<file path="src/rtl/filter_pad_streamer.sv">
// Streams an unpadded RGB888 frame out as a zero-padded raster with trailing
// flush rows, ready for a row-buffer convolution filter downstream.
module filter_pad_streamer #(
    parameter int width       = 320,
    parameter int height      = 240,
    parameter int kernel_size = 3,
    parameter int flush_rows  = 1
) (
    input  logic        clk,
    input  logic        reset_n,
    input  logic        iStart,
    input  logic        iValid,
    input  logic [23:0] iData,
    output logic        oReady,
    output logic        oValid,
    output logic [23:0] oData,
    output logic        oBusy,
    output logic        oFrameDone
);
    // state   | meaning
    // S_IDLE  | waiting for iStart, upstream not ready
    // S_PAD   | whole zero row (top, bottom or flush)
    // S_LEFT  | leading zero beats of a data row
    // S_DATA  | forwarding upstream pixels, one per transfer
    // S_RIGHT | trailing zero beats of a data row
    // S_DONE  | last beat on the output, frame-done pulse follows
    typedef enum logic [2:0] {S_IDLE, S_PAD, S_LEFT, S_DATA, S_RIGHT, S_DONE} state_t;

    localparam int BW = (kernel_size - 1) / 2;
    localparam int L  = width + 2 * BW;
    localparam int R  = height + 2 * BW + flush_rows;

    localparam logic [12:0] COL_LAST    = 13'(L - 1);
    localparam logic [12:0] LEFT_LAST   = 13'(BW - 1);
    localparam logic [12:0] DATA_LAST   = 13'(BW + width - 1);
    localparam logic [12:0] ROW_LAST    = 13'(R - 1);
    localparam logic [12:0] ROW_DATA_LO = 13'(BW);
    localparam logic [12:0] ROW_DATA_HI = 13'(BW + height);

    state_t      state;
    state_t      row_end_state;
    logic [12:0] col_cnt;
    logic [12:0] row_cnt;

    // With no border the row starts straight in DATA.
    function automatic state_t row_entry(input logic [12:0] r);
        if (r >= ROW_DATA_LO && r < ROW_DATA_HI)
            return (BW > 0) ? S_LEFT : S_DATA;
        return S_PAD;
    endfunction

    always_comb begin
        row_end_state = S_DONE;
        if (row_cnt != ROW_LAST)
            row_end_state = row_entry(row_cnt + 13'd1);
    end

    assign oReady = reset_n && (state == S_DATA);

    always_ff @(posedge clk) begin
        if (!reset_n) begin
            state      <= S_IDLE;
            col_cnt    <= '0;
            row_cnt    <= '0;
            oValid     <= 1'b0;
            oData      <= '0;
            oBusy      <= 1'b0;
            oFrameDone <= 1'b0;
        end else begin
            oValid     <= 1'b0;
            oData      <= '0;
            oFrameDone <= 1'b0;
            case (state)
                S_IDLE: begin
                    if (iStart) begin
                        state   <= row_entry(13'd0);
                        oBusy   <= 1'b1;
                        col_cnt <= '0;
                        row_cnt <= '0;
                    end
                end
                S_PAD, S_RIGHT: begin
                    oValid <= 1'b1;
                    if (col_cnt == COL_LAST) begin
                        col_cnt <= '0;
                        row_cnt <= row_cnt + 13'd1;
                        state   <= row_end_state;
                    end else begin
                        col_cnt <= col_cnt + 13'd1;
                    end
                end
                S_LEFT: begin
                    oValid  <= 1'b1;
                    col_cnt <= col_cnt + 13'd1;
                    if (col_cnt == LEFT_LAST)
                        state <= S_DATA;
                end
                S_DATA: begin
                    if (iValid) begin
                        oValid <= 1'b1;
                        oData  <= iData;
                        if (col_cnt == DATA_LAST && BW == 0) begin
                            col_cnt <= '0;
                            row_cnt <= row_cnt + 13'd1;
                            state   <= row_end_state;
                        end else begin
                            col_cnt <= col_cnt + 13'd1;
                            if (col_cnt == DATA_LAST)
                                state <= S_RIGHT;
                        end
                    end
                end
                S_DONE: begin
                    oFrameDone <= 1'b1;
                    oBusy      <= 1'b0;
                    col_cnt    <= '0;
                    row_cnt    <= '0;
                    state      <= S_IDLE;
                end
                default: state <= S_IDLE;
            endcase
        end
    end
endmodule

</file>
<file path="config.mk">
export PLATFORM = sky130hd
export DESIGN_NAME = filter_pad_streamer
export DESIGN_NICKNAME = d
export VERILOG_FILES = /design/src/rtl/filter_pad_streamer.sv
export SDC_FILE = /design/constraint.sdc
export NUM_CORES = 1
export LEC_CHECK = 0
export CAP_MARGIN = 40
export CORE_MARGIN = 3
export CORE_UTILIZATION = 35
export DETAILED_ROUTE_END_ITERATION = 16
export PLACE_DENSITY_LB_ADDON = 0.3
export SLEW_MARGIN = 30
export SYNTH_ARGS = -nofsm -noshare
export SYNTH_HDL_FRONTEND = slang
export SYNTH_SLANG_ARGS = --single-unit
</file>
<file path="constraint.sdc">
create_clock -name clk -period 5.5 [get_ports clk]
set_input_delay 1.1 -clock clk [delete_from_list [all_inputs] [get_ports clk]]
set_output_delay 1.1 -clock clk [all_outputs]
set_load 0.02 [all_outputs]
</file>
# Word level (Yosys, flattened, before mapping)
# Cells that the tools add are included.
[classes]
n_addsub = 2
magnitude_cmp = 2
eq_ne = 13
muxes = 22
reduce_logical = 14
[op_table]
columns = ["cell", "count"]
rows = [
  ["case mux 13 bit (5 select lines)", 1],
  ["2-to-1 mux 13 bit", 4],
  ["case mux 13 bit (3 select lines)", 1],
  ["adder 13 x 1 -> 13 bit, second input constant", 2],
  ["equality test 13 x 9 -> 1 bit, second input constant", 2],
  ["2-to-1 mux 3 bit", 8],
  ["greater-or-equal comparator 13 x 1 -> 1 bit, second input constant", 1],
  ["logical NOT 13 bit", 1],
  ["less-than comparator 13 x 8 -> 1 bit, second input constant", 1],
  ["inequality test 13 x 8 -> 1 bit, second input constant", 1],
  ["case mux 3 bit (4 select lines)", 1],
  ["AND reduction 3 bit", 3],
  ["inequality test 2 bit, second input constant", 4],
  ["equality test 3 x 2 -> 1 bit, second input constant", 2],
  ["equality test 3 bit, second input constant", 2],
  ["2-to-1 mux 1 bit", 5],
  ["AND reduction 5 bit", 1],
  ["nonzero test 5 bit", 1],
  ["case mux 1 bit (2 select lines)", 2],
  ["equality test 3 x 1 -> 1 bit, second input constant", 1],
  ["logical NOT 3 bit", 1],
  ["nonzero test 3 bit", 1],
  ["OR reduction 3 bit", 1],
  ["logical AND 1 bit", 2],
  ["other kinds (4)", 4],
]
[word_totals]
register_bits = 56
input_bits = 28

# Depth between registers and ports, before layout
[logic_depth]
word_depth = 9
mapped_depth = 9
depth_no_buf = 8

# Least setup slack after synthesis
# OpenSTA, ideal clock, no wires.
[synth_path]
kind = "input to output"
start = "input port reset_n"
end = "output port oReady"
t_arrival_ps = 1901
required_time_ps = 4400
slack_ps = 2499
cell_stages = 3
cell_sequence = "clkbuf_1 and3_1 clkbuf_1"
[synth_via]
elab_chain_cells = 1
[synth_lines]
columns = ["item", "line", "rtl"]
rows = [
  ["start, declared", "10", "input logic reset_n,"],
  ["logical AND 1 bit", "58", "assign oReady = reset_n && (state == S_DATA);"],
  ["end, declared", "14", "output logic oReady,"],
]
# Every way passes these cells.

# Final worst setup path
# Same ends and word-level chain as after synthesis.

==> impl_metrics.env <==
export IMPL_viasPerCell=5.23
export IMPL_period_minus_slack_ps=3980
export IMPL_num_io_pins=56
export IMPL_timing_rr_end="state[0]$_SDFFE_PN0P_"
export IMPL_slew_headroom=0.525
export IMPL_holdPathStages=2
export IMPL_synth_common_cells="dfxtp_1, nor2_1, nand2_1, and3_1, clkbuf_1"
export IMPL_worstPathCellList="clkdlybuf4s50_1 > buf_4 > and3_1 > buf_4 > clkdlybuf4s50_1"
export IMPL_rows=31
export IMPL_min_delay_start="col_cnt[12]$_SDFFE_PN0P_"
export IMPL_worst_slew_pin_slew_ps=711
export IMPL_cts_max_level=2
export IMPL_synth_nets=356
export IMPL_worstRegToRegCells=7
export IMPL_numPortBuffers=55
export IMPL_synthCells=322
export IMPL_n_antenna_cell=0
export IMPL_rsz0062_at_grt="false"
export IMPL_maxCapViolCount=0
export IMPL_clock_latency_ps=320
export IMPL_skew_ps=10.3
export IMPL_p_per_area_nw_per_um2=217
export IMPL_coreArea_um2=7370
export IMPL_cts_buffers=5
export IMPL_reg2reg_from="row_cnt[1]$_SDFFE_PN0P_"
export IMPL_fillCellCount=737
export IMPL_dr_total_vias=2431
export IMPL_totalWireLength_um=6200
export IMPL_postRouteAntennaNets=0
export IMPL_die_area_um2=8850
export IMPL_hold_class="reg -> reg"
export IMPL_die_w_um=94.1
export IMPL_clockRootBuffer="clkbuf_8"
export IMPL_crit_required_ps=4400
export IMPL_place_inst=457
export IMPL_clk_pin_slew_worst_paths_ps=100
export IMPL_utilization=0.463
export IMPL_cts_setup_buffers=0
export IMPL_arrival_ps=2880
export IMPL_first_pass_iters=5
export IMPL_fmax_mhz=251
export IMPL_synth_edf_count=0
export IMPL_grt_ovfl_total=0
export IMPL_worst_path_max_fanout=26
export IMPL_wl_per_cell_um=13.3
export IMPL_power_uw=740
export IMPL_crit_path_start_kind="input port"
export IMPL_grt_pass1_vias=2148
export IMPL_cts_tree="yes"
export IMPL_cts_hold_buf=0
export IMPL_multi_input_area_um2=1460
export IMPL_seqCellArea_um2=1120
export IMPL_area_delta_synth_final_pct=25.7
export IMPL_antenna_found_initial=0
export IMPL_start_util=0.368
export IMPL_netlist_area_leader_share=0.413
export IMPL_syn_mean_instance_area_um2=8.43
export IMPL_drive_above_1_share=0.0847
export IMPL_whs_ps=546
export IMPL_synth_area_leader_cell="dfxtp_1"
export IMPL_r2r_slack_ps=2670
export IMPL_globalplace_congestion=0.816
export IMPL_die_h_um=94.1
export IMPL_yosysMostFrequentCell="dfxtp_1"
export IMPL_grt_pass1_wl_um=10300
export IMPL_dpl_cell_area_um2=3320
export IMPL_dp_hpwl_um=4450
export IMPL_finalHoldViolCount=0
export IMPL_post_place_ws_ps=1510
export IMPL_synth_flop_cell="dfxtp_1"
export IMPL_drc=0
export IMPL_ys_top_cells_by_area="dfxtp_1, and3_1, nor2_1"
export IMPL_final_nets=399
export IMPL_stdcell_count=465
export IMPL_post_route_period_util=0.724
export IMPL_syn_cell_area_um2=2710
export IMPL_cp_slowest_stage_delay_ps=640
export IMPL_grt_max_degree=28
export IMPL_cts_max_path_buffers=2
export IMPL_async_reset_ff_frac=0
export IMPL_crit_slowest_cell="clkdlybuf4s50_1"
export IMPL_cts_resized=0
export IMPL_peakVddDrop_uv=84.5
export IMPL_crit_path_end_kind="output port"
export IMPL_track_usage=0.143
export IMPL_min_to="col_cnt[12]$_SDFFE_PN0P_"
export IMPL_drv_slew=0
export IMPL_status="completed"
export IMPL_seq_area_frac_synth=0.413
export IMPL_cts_sinks=56
export IMPL_design_area_um2=3410
export IMPL_setup_ws_ps=1520
export IMPL_drt_initial_drc_count=105
export IMPL_setup_viol=0
export IMPL_fin_tns_setup_ps=0
export IMPL_yosysWarnings=0
export IMPL_path_class="in -> out"
export IMPL_synth_cell_types=51
export IMPL_synth_ff_latch_count=56
export IMPL_p_leak_nw=1.28
==> how the worst max path moves through the flow <==
stage | slack [ps] | to | cells after the start | start
floorplan | 2500 | oReady | 3 | reset_n
global placement | 1520 | oReady | 5 | reset_n
detailed placement | 1510 | oReady | 5 | reset_n
CTS | 1520 | oReady | 5 | reset_n
global route | 1410 | oReady | 5 | reset_n
finish | 1520 | oReady | 5 | reset_n
==> power breakdown <==
part | leakage (nW) | internal [mW] | switching, mW
Clock | 0.0487 | 0.0932 | 0.143
Sequential | 0.451 | 0.410 | 0.00787
Combinational | 0.780 | 0.0420 | 0.0451
==> cell type report <==
class,count,share of cell area
clock buffer,5,0.0202
clock inverter,3,0.00770
inverter,9,0.00990
multi-input combinational,235,0.429
sequential,56,0.329
tap,99,0.0363
timing repair buffer,58,0.168
==> sequential cells by signal, indices dropped and copies added, names as in the netlist <==
signal and flops:
oData 24, col_cnt 13, row_cnt 13, state 3
oBusy 1, oFrameDone 1, oValid 1
==> routing by layer <==
metal,part of all wire,up-vias,GRT usage,wire [µm]
met3,0.050,11,0.0361,310
li1,-,1222,-,-
met4,0.016,0,0.0445,97
met2,0.48,46,0.217,2950
met1,0.46,1152,0.200,2840
met5,0,-,0,0
==> worst max-delay path, delay by kind of cell <==
kind,cells,cell delay (ps)
buffers and inverters,4,1580
AND/OR/NAND/NOR,1,190
==> placed cells by master, fill, tap and decap left out, types with 6 or more instances in the layout <==
master / instances
ha_1: 6
nand4_1: 8
dfxtp_1: 56
nand3_1: 11
inv_1: 9
nor2b_1: 6
and3_1: 33
a21oi_1: 8
xnor2_1: 11
nor3_1: 10
clkdlybuf4s50_1: 55
o21ai_0: 9
nor2_1: 37
o221a_2: 9
nand2_1: 34
==> cells by family after synthesis <==
| kind of cell | after synthesis | synth area share |
|---|---|---|
| AO/OA/AOI/OAI | 50 | 0.143 |
| XOR/XNOR | 15 | 0.0484 |
| adder cells (fa/ha/maj) | 6 | 0.0277 |
| buffers and inverters | 31 | 0.0475 |
| flip-flops | 56 | 0.413 |
| multiplexers | 1 | 0.00415 |
| AND/OR/NAND/NOR | 163 | 0.316 |
Power figures use the tool's default switching activity.
